`config.mk`:
```
export PLATFORM = sky130hd
export DESIGN_NAME = window_line_buffer
export DESIGN_NICKNAME = d
export VERILOG_FILES = /design/src/rtl/window_line_buffer.sv
export SDC_FILE = /design/constraint.sdc
export NUM_CORES = 2
export LEC_CHECK = 0
export ABC_CLOCK_PERIOD_IN_PS = 4600
export CORE_AREA = 2 2 369 371
export CTS_CLUSTER_DIAMETER = 200
export DETAILED_ROUTE_END_ITERATION = 7
export DIE_AREA = 0 0 371 373
export MAX_ROUTING_LAYER = met4
export PLACE_DENSITY = 0.76
export SLEW_MARGIN = 10
export SYNTH_ARGS = -nofsm -noshare
export SYNTH_HDL_FRONTEND = slang
export SYNTH_SLANG_ARGS = --single-unit
```
`constraint.sdc`:
```
create_clock -name clk -period 4.6 [get_ports clk]
set_clock_uncertainty 0.1 [all_clocks]
set_input_delay 0.69 -clock clk [delete_from_list [all_inputs] [get_ports clk]]
set_output_delay 0.69 -clock clk [all_outputs]
set_load 0.01 [all_outputs]
```
`src/rtl/window_line_buffer.sv`:
```
// Streaming KxK sliding-window generator: one tap chain split into per-row
// segments, raster position counters, and registered window flags/coordinates.
// Optional build macro WINBUF_STRIDE_EN flags only windows on a STRIDE grid.

module window_line_buffer_seg #(
  parameter int DW   = 16,
  parameter int LEN  = 28,
  parameter int NWIN = 5
) (
  input  logic                     clk,
  input  logic                     reset,
  input  logic                     shift,
  input  logic [DW-1:0]            din,
  output logic [NWIN-1:0][DW-1:0]  win,
  output logic [DW-1:0]            tail
);

  logic [LEN-1:0][DW-1:0] taps;

  always_ff @(posedge clk) begin
    if (!reset)     taps <= '0;
    else if (shift) taps <= {taps[LEN-2:0], din};
  end

  assign win  = taps[NWIN-1:0];
  assign tail = taps[LEN-1];

endmodule

module window_line_buffer #(
  parameter int DATA_WIDTH   = 16,
  parameter int KERNEL_SIZE  = 5,
  parameter int IMAGE_WIDTH  = 28,
  parameter int IMAGE_HEIGHT = 28,
  parameter int STRIDE       = 1,
  localparam int CW = $clog2(IMAGE_WIDTH),
  localparam int RW = $clog2(IMAGE_HEIGHT)
) (
  input  logic                                      clk,
  input  logic                                      reset,
  input  logic                                      pixel_valid,
  input  logic [DATA_WIDTH-1:0]                     pixel_in,
  output logic                                      window_valid,
  output logic [KERNEL_SIZE*KERNEL_SIZE*DATA_WIDTH-1:0] window_out,
  output logic [RW-1:0]                             win_row,
  output logic [CW-1:0]                             win_col,
  output logic                                      frame_done
);

  localparam int DW = DATA_WIDTH;
  localparam int K  = KERNEL_SIZE;
  localparam int W  = IMAGE_WIDTH;
  localparam int H  = IMAGE_HEIGHT;

  if (K < 2 || W <= K || H < K || STRIDE < 1) begin : g_param_err
    $error("window_line_buffer: illegal geometry parameters");
  end

  logic [K-1:0][DW-1:0]   tail;
  logic [K*K-1:0][DW-1:0] win;

  // Rows 0..K-2 are full line segments; the last row only needs K taps.
  // The last segment's tail is its oldest tap, i.e. window element (K-1,K-1),
  // so that segment exports only its first K-1 taps as window taps.
  for (genvar r = 0; r < K; r++) begin : g_row
    localparam bit LAST = (r == K-1);
    localparam int LEN  = LAST ? K : W;
    localparam int NW   = LAST ? K-1 : K;

    logic [DW-1:0]         din;
    logic [NW-1:0][DW-1:0] rw;

    if (r == 0) begin : g_head
      assign din = pixel_in;
    end else begin : g_link
      assign din = tail[r-1];
    end

    window_line_buffer_seg #(.DW(DW), .LEN(LEN), .NWIN(NW)) u_seg (
      .clk   (clk),
      .reset (reset),
      .shift (pixel_valid),
      .din   (din),
      .win   (rw),
      .tail  (tail[r])
    );

    for (genvar c = 0; c < NW; c++) begin : g_col
      assign win[r*K+c] = rw[c];
    end
    if (LAST) begin : g_corner
      assign win[K*K-1] = tail[r];
    end
  end

  // Chain taps are registers updated with each accepted pixel, so the window
  // already refers to the pixel accepted last cycle and holds through stalls.
  assign window_out = win;

  logic [CW-1:0] col;
  logic [RW-1:0] row;
  logic          col_end, row_end, in_win;

  assign col_end = (col == CW'(W-1));
  assign row_end = (row == RW'(H-1));

`ifdef WINBUF_STRIDE_EN
  localparam int SPW = (STRIDE > 1) ? $clog2(STRIDE) : 1;

  // Phase of (col-(K-1)) and (row-(K-1)) modulo STRIDE; 0 outside the valid band.
  logic [SPW-1:0] cph, rph;

  always_ff @(posedge clk) begin
    if (!reset) begin
      cph <= '0;
      rph <= '0;
    end else if (pixel_valid) begin
      if (col_end) begin
        cph <= '0;
        if (row_end || row < RW'(K-1))  rph <= '0;
        else if (rph == SPW'(STRIDE-1)) rph <= '0;
        else                            rph <= rph + SPW'(1);
      end else if (col < CW'(K-1) || cph == SPW'(STRIDE-1)) begin
        cph <= '0;
      end else begin
        cph <= cph + SPW'(1);
      end
    end
  end

  assign in_win = (row >= RW'(K-1)) && (col >= CW'(K-1)) &&
                  (cph == '0) && (rph == '0);
`else
  assign in_win = (row >= RW'(K-1)) && (col >= CW'(K-1));
`endif

  always_ff @(posedge clk) begin
    if (!reset) begin
      col          <= '0;
      row          <= '0;
      window_valid <= 1'b0;
      frame_done   <= 1'b0;
      win_row      <= '0;
      win_col      <= '0;
    end else begin
      window_valid <= 1'b0;
      frame_done   <= 1'b0;
      if (pixel_valid) begin
        window_valid <= in_win;
        frame_done   <= col_end && row_end;
        if (in_win) begin
          win_row <= row - RW'(K-1);
          win_col <= col - CW'(K-1);
        end
        if (col_end) begin
          col <= '0;
          row <= row_end ? '0 : row + RW'(1);
        end else begin
          col <= col + CW'(1);
        end
      end
    end
  end

endmodule

```
Yosys cells after proc, flatten, opt, wreduce, memory -nomap -nowiden. Index checks and enable logic that the tools add are counted.

Bits in latches: 0. Bits in read-only memories: 0. RAM bits: 0. Word-level logic and storage cells: 138. Register bits: 1894. Memories: 0.

Muxes and demuxes: 2. Reductions and logical operators: 5. Div/mod/pow operators: 0. $lt $le $gt $ge: 2. Add/subtract/negate cells: 4. Equal/unequal tests: 2. Shift operators: 0. Bitwise gates (word level): 0. Multipliers: 0.

Operators with widths (number): adder 5 x 1 -> 5 bit (second input constant) (2); == test 5 bit (second input constant) (2); greater-or-equal comparator 5 x 3 -> 1 bit (second input constant) (2); two-way mux 5 bit (2); subtractor 5 x 3 -> 5 bit (second input constant) (2); AND reduction 2 bit (3); logical AND 1 bit (2).

Longest topological paths before layout.
Depth after elaboration: 3. Depth in mapped cells: 7.

Hierarchy. From an unflattened synthesis, not the netlist that was laid out.

Cell total of the unflattened synthesis: 6541. Area, all modules: 75850.2 um2.

Modules (own cells, without submodules): window_line_buffer_seg at g_row[0].u_seg ... (cells an instance 1540, seq. area each 8968.6 um2, instances 4, area an instance 17922.2 um2); window_line_buffer_seg at g_row[4].u_seg (cells an instance 257, seq. area each 1601.5 um2, instances 1, area an instance 3064.2 um2); window_line_buffer (cells an instance 124, seq. area each 440.4 um2, instances 1, area an instance 1097.3 um2).

Worst setup path before layout. No wires, ideal clock.

Path kind: input to register. From: input pixel_valid. To: register g_row[0].u_seg.taps[247] (netlist name). Cell stages on the path: 6. Buffers on the path: 4. Arrival time: 1.618 ns. Library setup time: 0.116 ns. Data required time: 4.384 ns. Slack: 2.766 ns. Cells stage by stage: buf_2 > buf_4 > buf_4 > buf_2 > mux2i_1 > nor2b_1.

RTL lines: from (decl) (line 41) `input logic pixel_valid,`; to (signal assigned) (line 22) `else if (shift) taps <= {taps[LEN-2:0], din};`; to (decl) (line 18) `logic [LEN-1:0][DW-1:0] taps;`.

Worst setup path in the final report.
From: register g_row[1].u_seg.taps (netlist bit g_row[1].u_seg.win[13]). To: output window_out[93].

RTL lines: from (decl) (line 18); from (signal assigned) (line 22); to (decl) (line 44) `output logic [KERNEL_SIZE*KERNEL_SIZE*DATA_WIDTH-1:0] window_out,`.

No word-level cell between the ends.

==> results.ini <==
[yosys]
netlist.area_leader.share=0.515
ys_warn_count=0
ys_seq_area_frac=0.515
synthCells=6474
netlist_area_mm2=0.0736
synthTopCellsByArea=dfxtp_1 52%, mux2i_1 25%, nor2b_1 16%
synth.avg_cell_area_um2=11.4
ys_ff_latch=1894
syn_nets=6505
yosysTopAreaCell=dfxtp_1
synth_cell_types=31

[critical_path]
cpPeakStageDelay_ns=0.72
worstSetupStartpointType=flip-flop
cp_num_buf_inv=1
required_ns=3.81
timing.rr.end=win_col[3]$_SDFFE_PN0P_
crit_family=buffers and inverters
r2r_slack_ns=2.70
crit_arrival_ns=2.00
critPathCaptureType=output port
crit_path_cell_trace=clkdlybuf4s50_1
rr_worst_depth=6
critPathSlowestCell=clkdlybuf4s50_1
r2r-start=col[3]$_SDFFE_PN0P_
setup.worst_path.start=g_row[1].u_seg.win[13]$_SDFFE_PN0P_
crit_type=flip-flop to output port
endpoint=window_out[93]
crit_cells=1
crit_fanout=3

[place]
dp_hpwl_mm=77.0
port_buffers=430
gp_congestion=0.822
placed_cells=8008

[timing]
whs_ns=0.331
fmax_mhz=358
timing.setup.tns_ns=0
finalHoldViolCount=0
worst_pin_slew_ns=0.842
finalSetupViolCount=0
fin_crit_sh=0.607
relSlewSlack=0.439
post-route-min-period_ns=2.79
rsz0062_at_grt=false
report.final.slew_viol_count=0

[detailed_routing]
totalWireLength_mm=123
vias_per_cell=4.86
num_vias=40500
dr.first_iter.drc_count=2158
drtAntennaViolNets=0
wire_per_inst_um=14.8
drcViolationCount=0
drt_pass1_iterations=4

[power_and_ir_drop]
p_leak_nw=32.8
total_power_mw=32.9
internal-power_mw=25.9
peakVddDrop_mv=0.329
pwr-share-comb=0.039
clkPwrFrac=0.461
power_density_mw_per_mm2=398
sequentialPowerShare=0.499
sw_frac_of_total=0.213
net-switching-power_mw=7.02

[global_routing]
overflow=0
grt_pass1_vias=39000
antenna_found_initial=1
grt_use_met1=0.239
grtUsageMet3=0.0330
met2_usage=0.275
grt_max_degree=201
grt_use_total=0.179
grt_pass1_wl_mm=203
busiest_layer=met2

[finish]
drive_above_1_share=0.0550
finalNetCount=6447
post-route-util=0.614
fin_cells=8347
area_growth_pct=12.3

[clocking]
htreeDepth=4
cts_buffers=187
cts.clk_slew.worst_paths_ns=0.06
cts_tree=built
post_cts_resized=0
post_cts_buffers=0
clock_sinks=1894
cts_buffer_depth=3
holdBufCountCts=0
root_buffer=clkbuf_16
clock_latency_ns=0.80

[die]
fp.dieW_um=371
ios=431
dieArea_mm2=0.138
row_count=135
core_area_mm2=0.135
die_h_um=373
initial_core_util=0.547

[worst_hold_path]
hold_class=input port to flip-flop

[job]
cap_viol_max_count=0

[run_status]
outcome=finished clean

[kinds of logic (layout without fill, tap and decap cells)]
kind of cell,Yosys count,count (layout),synth area share
and+or+nand+nor,1916,1916,0.162
DFF,1894,1894,0.515
muxes,1873,1873,0.255
buffers and inverters,751,842,0.0630
AOI/OAI and AO/OA,23,23,0.00216
adders and majority gates,12,12,0.00204
xor gates and xnor gates,5,5,0.000595
other,0,1,0
[Yosys cell counts (all sizes together)]
master / n
nor3: 2
nor2: 8
inv: 9
and4: 1
xor2: 2
o21a: 1
o211a: 2
ha: 12
clkbuf: 197
nand4: 2
nand2: 15
o21ai: 11
xnor2: 3
or4: 1
a211o: 1
and2: 2
nand3: 9
dfxtp: 1894
a21boi: 4
mux2i: 1873
and3: 2
a2111oi: 2
buf: 545
nand4b: 1
a31oi: 1
nor2b: 1873
o31ai: 1
[power groups by stage]
stage / clock network [mW] / registers (mW) / logic (mW)
2_1_floorplan: 0 / 16.8 / 1.15
5_1_grt: 16.3 / 16.4 / 1.37
4_1_cts: 15.6 / 16.4 / 1.30
3_5_place_dp: 0 / 16.8 / 1.30
3_3_place_gp: 0 / 16.8 / 1.30
6_report: 15.2 / 16.4 / 1.30
[state kept, by name (all words and copies together), names as in the netlist]
name,cells
g_row.u_seg.taps,1408
g_row.u_seg.win,384
g_row.u_seg.tail,80
col,5
row,5
win_col,5
win_row,5
frame_done,1
window_valid,1
[stage by stage]
stage	setup WS, ns	cell area [µm²]
floorplan	2.77	73600
global placement	2.00	76400
detailed placement	1.97	76400
CTS	1.72	82600
global route	1.74	82600
finish	1.81	82600
[how the worst min path moves through the flow]
stage	end	slack (ns)	start	depth (start not counted)
after floorplan	win_col[0]$_SDFFE_PN0P_	0.38	win_col[0]$_SDFFE_PN0P_	2
after global placement	win_row[0]$_SDFFE_PN0P_	0.35	win_row[0]$_SDFFE_PN0P_	2
after detailed placement	win_col[1]$_SDFFE_PN0P_	0.36	win_col[1]$_SDFFE_PN0P_	2
after CTS	g_row[4].u_seg.tail[3]$_SDFFE_PN0P_	0.29	reset	2
after global routing	g_row[4].u_seg.win[54]$_SDFFE_PN0P_	0.33	reset	2
final	g_row[4].u_seg.win[54]$_SDFFE_PN0P_	0.33	reset	2
[metal layers]
| metal | part of all wire | vias up |
|---|---|---|
| li1 | - | 21000 |
| met1 | 0.50 | 18900 |
| met2 | 0.45 | 452 |
| met3 | 0.031 | 210 |
| met4 | 0.022 | 0 |
| met5 | 0 | - |
[final cells by class]
type                    count  area [µm²]
diodes                      1        2.50
inverters                   9        33.8
repair buffers            495        5190
clock buffers             279        5510
multi-input cells        3829       31000
well taps                1781        2230
clock inverters            59         746
flip-flops and latches   1894       37900
fillers                 10700       52000
[cell usage in the layout (no fill, tap or decap), drive strengths merged, types with 4 or more instances in the layout]
master	count
nand3	9
bufinv	9
clkbuf	279
nor2b	1873
buf	67
inv	18
nor2	8
clkinv	39
ha	12
mux2i	1873
nand2	15
a21boi	4
o21ai	11
clkdlybuf4s50	428
dfxtp	1894
Note: power is estimated with default switching activity, not from simulation.
